[config.mk]
export PLATFORM = sky130hd
export DESIGN_NAME = x_demux
export DESIGN_NICKNAME = d
export VERILOG_FILES = /design/src/rtl/x_demux_pkg.sv /design/src/rtl/x_demux_align.sv /design/src/rtl/x_demux.sv
export SDC_FILE = /design/constraint.sdc
export NUM_CORES = 1
export LEC_CHECK = 0
export ABC_AREA = 1
export CAP_MARGIN = 20
export CORE_MARGIN = 10
export CORE_UTILIZATION = 49
export CTS_CLUSTER_DIAMETER = 200
export DETAILED_ROUTE_END_ITERATION = 7
export PLACE_DENSITY = 0.83
export SYNTH_ARGS = -nofsm -noshare
export SYNTH_HDL_FRONTEND = slang
export SYNTH_HIERARCHICAL = 1
export SYNTH_SLANG_ARGS = --single-unit
export TNS_END_PERCENT = 20
[constraint.sdc]
create_clock -name clock2x -period 1.5 [get_ports clock2x]
set_clock_uncertainty 0.1 [all_clocks]
set_input_delay 0.3 -clock clock2x [delete_from_list [all_inputs] [get_ports clock2x]]
set_output_delay 0.3 -clock clock2x [all_outputs]
set_load 0.01 [all_outputs]
[src/rtl/x_demux_pkg.sv]
// Shared types and constants for the x_demux double-rate receive demultiplexer.
// Optional build macro X_DEMUX_SLIPCNT_EN is consumed by x_demux and x_demux_align.
package x_demux_pkg;

    typedef enum logic [1:0] {
        IDLE    = 2'd0,
        HUNT    = 2'd1,
        CONFIRM = 2'd2,
        LOCKED  = 2'd3
    } align_state_e;

    localparam logic [7:0] DEF_TRAIN_1ST = 8'hA5;
    localparam logic [7:0] DEF_TRAIN_2ND = 8'h5A;

    localparam int unsigned TIMER_W = 8;
    localparam int unsigned GOOD_W  = 4;
    localparam int unsigned SLIP_W  = 8;

    localparam logic [TIMER_W-1:0] TIMER_ONE = 8'd1;
    localparam logic [GOOD_W-1:0]  GOOD_ONE  = 4'd1;
    localparam logic [SLIP_W-1:0]  SLIP_ONE  = 8'd1;

    // Saturating increment used by the slip counter.
    function automatic logic [SLIP_W-1:0] sat_inc(input logic [SLIP_W-1:0] v);
        logic [SLIP_W-1:0] r;
        if (v == {SLIP_W{1'b1}}) begin
            r = v;
        end else begin
            r = v + SLIP_ONE;
        end
        return r;
    endfunction

endpackage

[src/rtl/x_demux_align.sv]
// Alignment controller for x_demux: hunts for the training pair, confirms it
// on LOCK_COUNT slots and owns sel_phase. Slip counter under X_DEMUX_SLIPCNT_EN.
module x_demux_align
    import x_demux_pkg::*;
#(
    parameter int unsigned      WIDTH      = 8,
    parameter logic [WIDTH-1:0] TRAIN_1ST  = WIDTH'(DEF_TRAIN_1ST),
    parameter logic [WIDTH-1:0] TRAIN_2ND  = WIDTH'(DEF_TRAIN_2ND),
    parameter int unsigned      LOCK_COUNT = 4,
    parameter int unsigned      HUNT_MAX   = 64
) (
    input  logic             clock2x,
    input  logic             reset_n,
    input  logic             tgl,
    input  logic             align_req,
    input  logic [WIDTH-1:0] pair_1st,
    input  logic [WIDTH-1:0] pair_2nd,
    output logic             sel_phase,
    output logic             locked,
    output logic             lock_err
`ifdef X_DEMUX_SLIPCNT_EN
    ,
    output logic [SLIP_W-1:0] slip_cnt
`endif
);

    align_state_e       state_r, state_s;
    logic [TIMER_W-1:0] timer_r, timer_s;
    logic [GOOD_W-1:0]  good_r, good_s;
    logic               sel_r, sel_s;
    logic               err_r, err_s;
    logic               locked_r;
    logic               req_d_r;
    logic               rise_s;
    logic               match_s;
    logic               slot_s;
`ifdef X_DEMUX_SLIPCNT_EN
    logic [SLIP_W-1:0]  slip_r, slip_s;
`endif

    assign rise_s  = align_req & ~req_d_r;
    assign match_s = (pair_1st == TRAIN_1ST) && (pair_2nd == TRAIN_2ND);
    assign slot_s  = (tgl == sel_r);

    // Next-state logic: a new request always wins, then per-state hunting/confirming.
    always_comb begin
        state_s = state_r;
        timer_s = timer_r;
        good_s  = good_r;
        sel_s   = sel_r;
        err_s   = err_r;
`ifdef X_DEMUX_SLIPCNT_EN
        slip_s  = slip_r;
`endif
        if (rise_s) begin
            state_s = HUNT;
            timer_s = '0;
            good_s  = '0;
            err_s   = 1'b0;
        end else begin
            case (state_r)
                IDLE: begin
                    state_s = IDLE;
                end
                HUNT: begin
                    if (match_s) begin
`ifdef X_DEMUX_SLIPCNT_EN
                        if (tgl != sel_r) begin
                            slip_s = sat_inc(slip_r);
                        end else begin
                            slip_s = slip_r;
                        end
`endif
                        sel_s   = tgl;
                        good_s  = GOOD_ONE;
                        timer_s = '0;
                        state_s = CONFIRM;
                    end else if (timer_r == TIMER_W'(HUNT_MAX - 1)) begin
                        state_s = IDLE;
                        timer_s = '0;
                        err_s   = 1'b1;
                    end else begin
                        timer_s = timer_r + TIMER_ONE;
                    end
                end
                CONFIRM: begin
                    if (slot_s && match_s) begin
                        good_s = good_r + GOOD_ONE;
                        if ((good_r + GOOD_ONE) == GOOD_W'(LOCK_COUNT)) begin
                            state_s = LOCKED;
                        end else begin
                            state_s = CONFIRM;
                        end
                    end else if (slot_s) begin
                        state_s = HUNT;
                        good_s  = '0;
                        timer_s = '0;
                    end else begin
                        state_s = CONFIRM;
                    end
                end
                LOCKED: begin
                    state_s = LOCKED;
                end
                default: begin
                    state_s = IDLE;
                end
            endcase
        end
    end

    // Controller state registers.
    always_ff @(posedge clock2x or negedge reset_n) begin
        if (!reset_n) begin
            state_r  <= IDLE;
            timer_r  <= '0;
            good_r   <= '0;
            sel_r    <= 1'b0;
            err_r    <= 1'b0;
            locked_r <= 1'b0;
            req_d_r  <= 1'b0;
        end else begin
            state_r  <= state_s;
            timer_r  <= timer_s;
            good_r   <= good_s;
            sel_r    <= sel_s;
            err_r    <= err_s;
            locked_r <= (state_s == LOCKED);
            req_d_r  <= align_req;
        end
    end

`ifdef X_DEMUX_SLIPCNT_EN
    // Slip counter survives realignment; only reset clears it.
    always_ff @(posedge clock2x or negedge reset_n) begin
        if (!reset_n) begin
            slip_r <= '0;
        end else begin
            slip_r <= slip_s;
        end
    end

    assign slip_cnt = slip_r;
`endif

    assign sel_phase = sel_r;
    assign locked    = locked_r;
    assign lock_err  = err_r;

endmodule

[src/rtl/x_demux.sv]
// 80-to-40 MHz demultiplexer: pairs successive beats and emits them on the
// slot chosen by x_demux_align. Optional slip_cnt port under X_DEMUX_SLIPCNT_EN.
module x_demux
    import x_demux_pkg::*;
#(
    parameter int unsigned      WIDTH      = 8,
    parameter logic [WIDTH-1:0] TRAIN_1ST  = WIDTH'(DEF_TRAIN_1ST),
    parameter logic [WIDTH-1:0] TRAIN_2ND  = WIDTH'(DEF_TRAIN_2ND),
    parameter int unsigned      LOCK_COUNT = 4,
    parameter int unsigned      HUNT_MAX   = 64
) (
    input  logic             clock2x,
    input  logic             reset_n,
    input  logic [WIDTH-1:0] din,
    input  logic             align_req,
    output logic [WIDTH-1:0] dout1st,
    output logic [WIDTH-1:0] dout2nd,
    output logic             dout_vld,
    output logic             phase,
    output logic             locked,
    output logic             lock_err
`ifdef X_DEMUX_SLIPCNT_EN
    ,
    output logic [7:0]       slip_cnt
`endif
);

    logic [WIDTH-1:0] din_ff_r;
    logic [WIDTH-1:0] din_prev_r;
    logic [WIDTH-1:0] dout1st_r;
    logic [WIDTH-1:0] dout2nd_r;
    logic             dout_vld_r;
    logic             tgl_r;
    logic             sel_phase_s;
    logic             slot_s;

    x_demux_align #(
        .WIDTH      (WIDTH),
        .TRAIN_1ST  (TRAIN_1ST),
        .TRAIN_2ND  (TRAIN_2ND),
        .LOCK_COUNT (LOCK_COUNT),
        .HUNT_MAX   (HUNT_MAX)
    ) u_align (
        .clock2x   (clock2x),
        .reset_n   (reset_n),
        .tgl       (tgl_r),
        .align_req (align_req),
        .pair_1st  (din_prev_r),
        .pair_2nd  (din_ff_r),
        .sel_phase (sel_phase_s),
        .locked    (locked),
        .lock_err  (lock_err)
`ifdef X_DEMUX_SLIPCNT_EN
        ,
        .slip_cnt  (slip_cnt)
`endif
    );

    assign slot_s = (tgl_r == sel_phase_s);

    // Beat capture, slot toggle and pair output registers.
    always_ff @(posedge clock2x or negedge reset_n) begin
        if (!reset_n) begin
            din_ff_r   <= '0;
            din_prev_r <= '0;
            tgl_r      <= 1'b0;
            dout1st_r  <= '0;
            dout2nd_r  <= '0;
            dout_vld_r <= 1'b0;
        end else begin
            din_ff_r   <= din;
            din_prev_r <= din_ff_r;
            tgl_r      <= ~tgl_r;
            dout_vld_r <= slot_s;
            if (slot_s) begin
                dout1st_r <= din_prev_r;
                dout2nd_r <= din_ff_r;
            end else begin
                dout1st_r <= dout1st_r;
                dout2nd_r <= dout2nd_r;
            end
        end
    end

    assign dout1st  = dout1st_r;
    assign dout2nd  = dout2nd_r;
    assign dout_vld = dout_vld_r;
    assign phase    = sel_phase_s;

endmodule

==> results.json <==
{
  "fin_util": 0.645,
  "remaining_drc_errors": 0,
  "grt_pass1_vias": 1963,
  "syn_std_cell_area_mm2": 0.00242,
  "filler_cell_count": 411,
  "power_leakage_nw": 1.60,
  "synth_nets": 278,
  "synth.area.top_cells": "dfrtp_1 54%, nand2_1 11%, nand3_1 6.6%",
  "layout-area-overhead-vs-synth_pct": 26.8,
  "io-pin-count": 31,
  "clock_transition_at_the_register_clock_pins_on_the_worst_setup_and_hold_paths_after_cts_ps": 90,
  "worstHoldPathType": "in -> reg",
  "startpoint_type": "register",
  "violations": "negative setup slack",
  "finish.cell_count_without_fillers": 386,
  "syn_avg_cell_area_um2": 9.17,
  "dr_wl_met2_mm": 2.41,
  "cts-htree-levels": 2,
  "comb_power_share": 0.128,
  "status": "complete, but fails checks",
  "die_area_mm2": 0.00815,
  "clock_tree_from_tritoncts": "built",
  "worst_tran_pin_value_ps": 472,
  "netlist_instances": 264,
  "cpLargestDelayFamily": "simple AND/OR/NAND/NOR gates",
  "ys_seq_elements": 52,
  "route.top_layer_used": "met4",
  "clock_path_buffers": 2,
  "power.clock.fraction": 0.361,
  "route.detailed.vias_per_inst": 4.76,
  "final.period_utilization": 1.05,
  "final_max_slew_viol_count": 0,
  "largest_net_degree_at_the_start_of_global_routing": 21,
  "grt_first_pass_wirelength_mm": 8.63,
  "floorplan.die.width_um": 90.3,
  "cpPeakStageDelay_ps": 360,
  "fp-row-count": 25,
  "power.ir.vdd_worst_mv": 0.460,
  "layout.cells.most_common_list": "71 x nand2_1, 50 x dfrtp_1, 32 x nand3_1, 26 x inv_1, 20 x dlygate4sd2_1",
  "place.detailed.hpwl_mm": 3.66,
  "grt_overflow_total": 0,
  "avgRoutedWirePerCell_um": 12.4,
  "max_cap_violations": 0,
  "crit_path_max_fanout": 4,
  "wl_met1_mm": 2.04,
  "dpl.cell_count": 374,
  "power_switching_uw": 722,
  "max-slew-margin-rel": 0.685,
  "tritoncts.num_buffers": 5,
  "postRouteAntennaNets": 0,
  "synthDistinctLibCells": 31,
  "layout_min_cycle_time_ps": 1570,
  "tritoncts_num_sinks": 52,
  "rsz0062_at_grt": "true",
  "grt_antenna_before_repair": 0,
  "fin_nets": 332,
  "dr.first_iter.drc_count": 56,
  "final_critical_path_setup_slack_ps": -73.5,
  "clockRootBuffer": "clkbuf_8",
  "drive_above_1_share": 0.207,
  "layout_commonest_cell": "nand2_1",
  "place.gp.congestion": 0.835,
  "yosysSeqAreaShare": 0.538,
  "core_mm2": 0.00475,
  "setup.worst_path.end_class": "register",
  "cp_data_arrival_time_ps": 1670,
  "die-height_um": 90.3,
  "start_util": 0.509,
  "port_buffers": 30,
  "routed_wl_mm": 4.77,
  "finalSetupViolations": 9,
  "timing.critical_path.cells": "ha_2 -> nand2_2 -> nor2_2 -> nand4_1 -> nand3b_1 -> nor2_2 -> o21a_1",
  "fmaxAchievable_ghz": 0.636,
  "yosys.area.top_type_share": 0.538,
  "vias_after_detailed_routing": 1838,
  "drt_pre_antenna_iters": 4,
  "place_ws_ps": -354,
  "timing.final.hold_violations": 0,
  "timing_worst_setup_path_type": "reg -> reg",
  "grt_usage": 0.125,
  "yosysTopAreaCell": "dfrtp_1",
  "cp_data_required_time_ps": 1600,
  "worstSkewPairLatency_ps": 310,
  "route.met3.wl_um": 264,
  "critical-path-slowest-cell": "dfrtp_1",
  "internal_power_mw": 2.37,
  "power-per-cell-area_mw_per_mm2": 1010,
  "critPathBufInv": 0,
  "n_antenna_cell": 0,
  "synthesis.yosys.warnings": 6,
  "register_share_of_total_power": 0.511,
  "crit_top_cell": "nor2_2",
  "p_sw_frac": 0.233
}
-- worst paths after layout --
check,startpoint,end,slack [ps],cells after the start
min,din[3],din_ff_r[3]$_DFF_PN0_,330,1
min in group asynchronous,reset_n,dout2nd[7]$_DFFE_PN0N_,380,2
min reg2reg,din_ff_r[1]$_DFF_PN0_,din_prev_r[1]$_DFF_PN0_,340,0
max,u_align/timer_r[0]$_DFFE_PN0P_,u_align/timer_r[0]$_DFFE_PN0P_,-70,7
max reg2reg,u_align/timer_r[0]$_DFFE_PN0P_,u_align/timer_r[0]$_DFFE_PN0P_,-70,7
max in group asynchronous,reset_n,din_ff_r[7]$_DFF_PN0_,470,3
-- stage by stage --
step | area [um^2] | power, mW | hold slack [ps] | setup TNS [ps]
after floorplan | 2420 | 1.79 | -95.6 | 0
after global routing | 3070 | 3.26 | 319 | -2390
after detailed placement | 2900 | 2.01 | 180 | -4110
after CTS | 3030 | 3.12 | 317 | -199
final | 3070 | 3.10 | 325 | -232
after global placement | 2900 | 1.99 | 168 | -3590
-- Yosys cell counts --
cell / number
nor2_1: 19
inv_2: 6
o31ai_1: 2
nand2_1: 72
xor2_1: 3
o21ai_1: 3
nand2_2: 1
nand3b_1: 1
nand3_2: 9
inv_4: 1
clkbuf_8: 1
dfrtp_1: 52
a21oi_1: 4
o21a_1: 1
nand3_1: 32
xnor2_1: 1
nand2_4: 5
nor2_4: 2
xnor2_2: 1
nor2_2: 3
buf_6: 1
buf_4: 1
ha_1: 3
o21ai_4: 1
nand4_1: 2
buf_12: 1
clkinv_1: 1
o21ai_2: 3
o21ai_0: 5
inv_1: 26
and2_1: 1
-- logic make-up (layout without fill, tap and decap cells) --
logic type | Yosys count | after routing | share of synthesized area
adder cells (fa/ha/maj) | 3 | 3 | 0.0155
AND/OR/NAND/NOR | 147 | 147 | 0.298
AO/OA/AOI/OAI | 19 | 19 | 0.0517
buffers and inverters | 38 | 93 | 0.0755
flip-flops | 52 | 52 | 0.538
XOR/XNOR | 5 | 5 | 0.0212
-- worst register-to-register path, delay by kind of cell (launching register included) --
family	cells	cell delay, ps
fa+ha+maj	1	190
compound gates	1	170
simple gates	5	630
flops	1	360
-- timing repair --
item,CTS,global route
hold buffers,1,0
buffers inserted,0,3
endpoints found under the hold margin,16,0
setup endpoints to repair,33,17
pin swaps,1,2
resized for setup,23,7
gates cloned,0,0
-- final cells by class --
type | count | area [um^2] | area share
clock buffer | 6 | 72.6 | 0.0237
tap | 67 | 83.8 | 0.0273
timing repair buffer | 51 | 459 | 0.150
multi-input combinational | 174 | 958 | 0.312
clock inverter | 2 | 60.1 | 0.0196
sequential | 52 | 1300 | 0.425
inverter | 34 | 130 | 0.0424
-- per-layer routing --
layer	up-vias	global-route usage
li1	945	-
met1	853	0.136
met2	32	0.220
met3	8	0.0449
met4	0	0.0385
met5	-	0
-- power groups by stage --
stage | clock (mW) | sequential [mW] | combinational (mW)
after floorplan | 0 | 1.61 | 0.174
after global routing | 1.19 | 1.60 | 0.468
after detailed placement | 0 | 1.61 | 0.398
final | 1.12 | 1.58 | 0.395
after CTS | 1.14 | 1.58 | 0.393
after global placement | 0 | 1.60 | 0.385
-- sequential cells by signal, summed over array words and instances, names as in the netlist, 2 cells and up --
name / flops
u_align/good_r: 4
u_align/timer_r: 8
din_prev_r: 8
u_align/state_r: 2
din_ff_r: 8
dout1st: 8
dout2nd: 8
No activity file was read; power rests on OpenSTA's default activity.
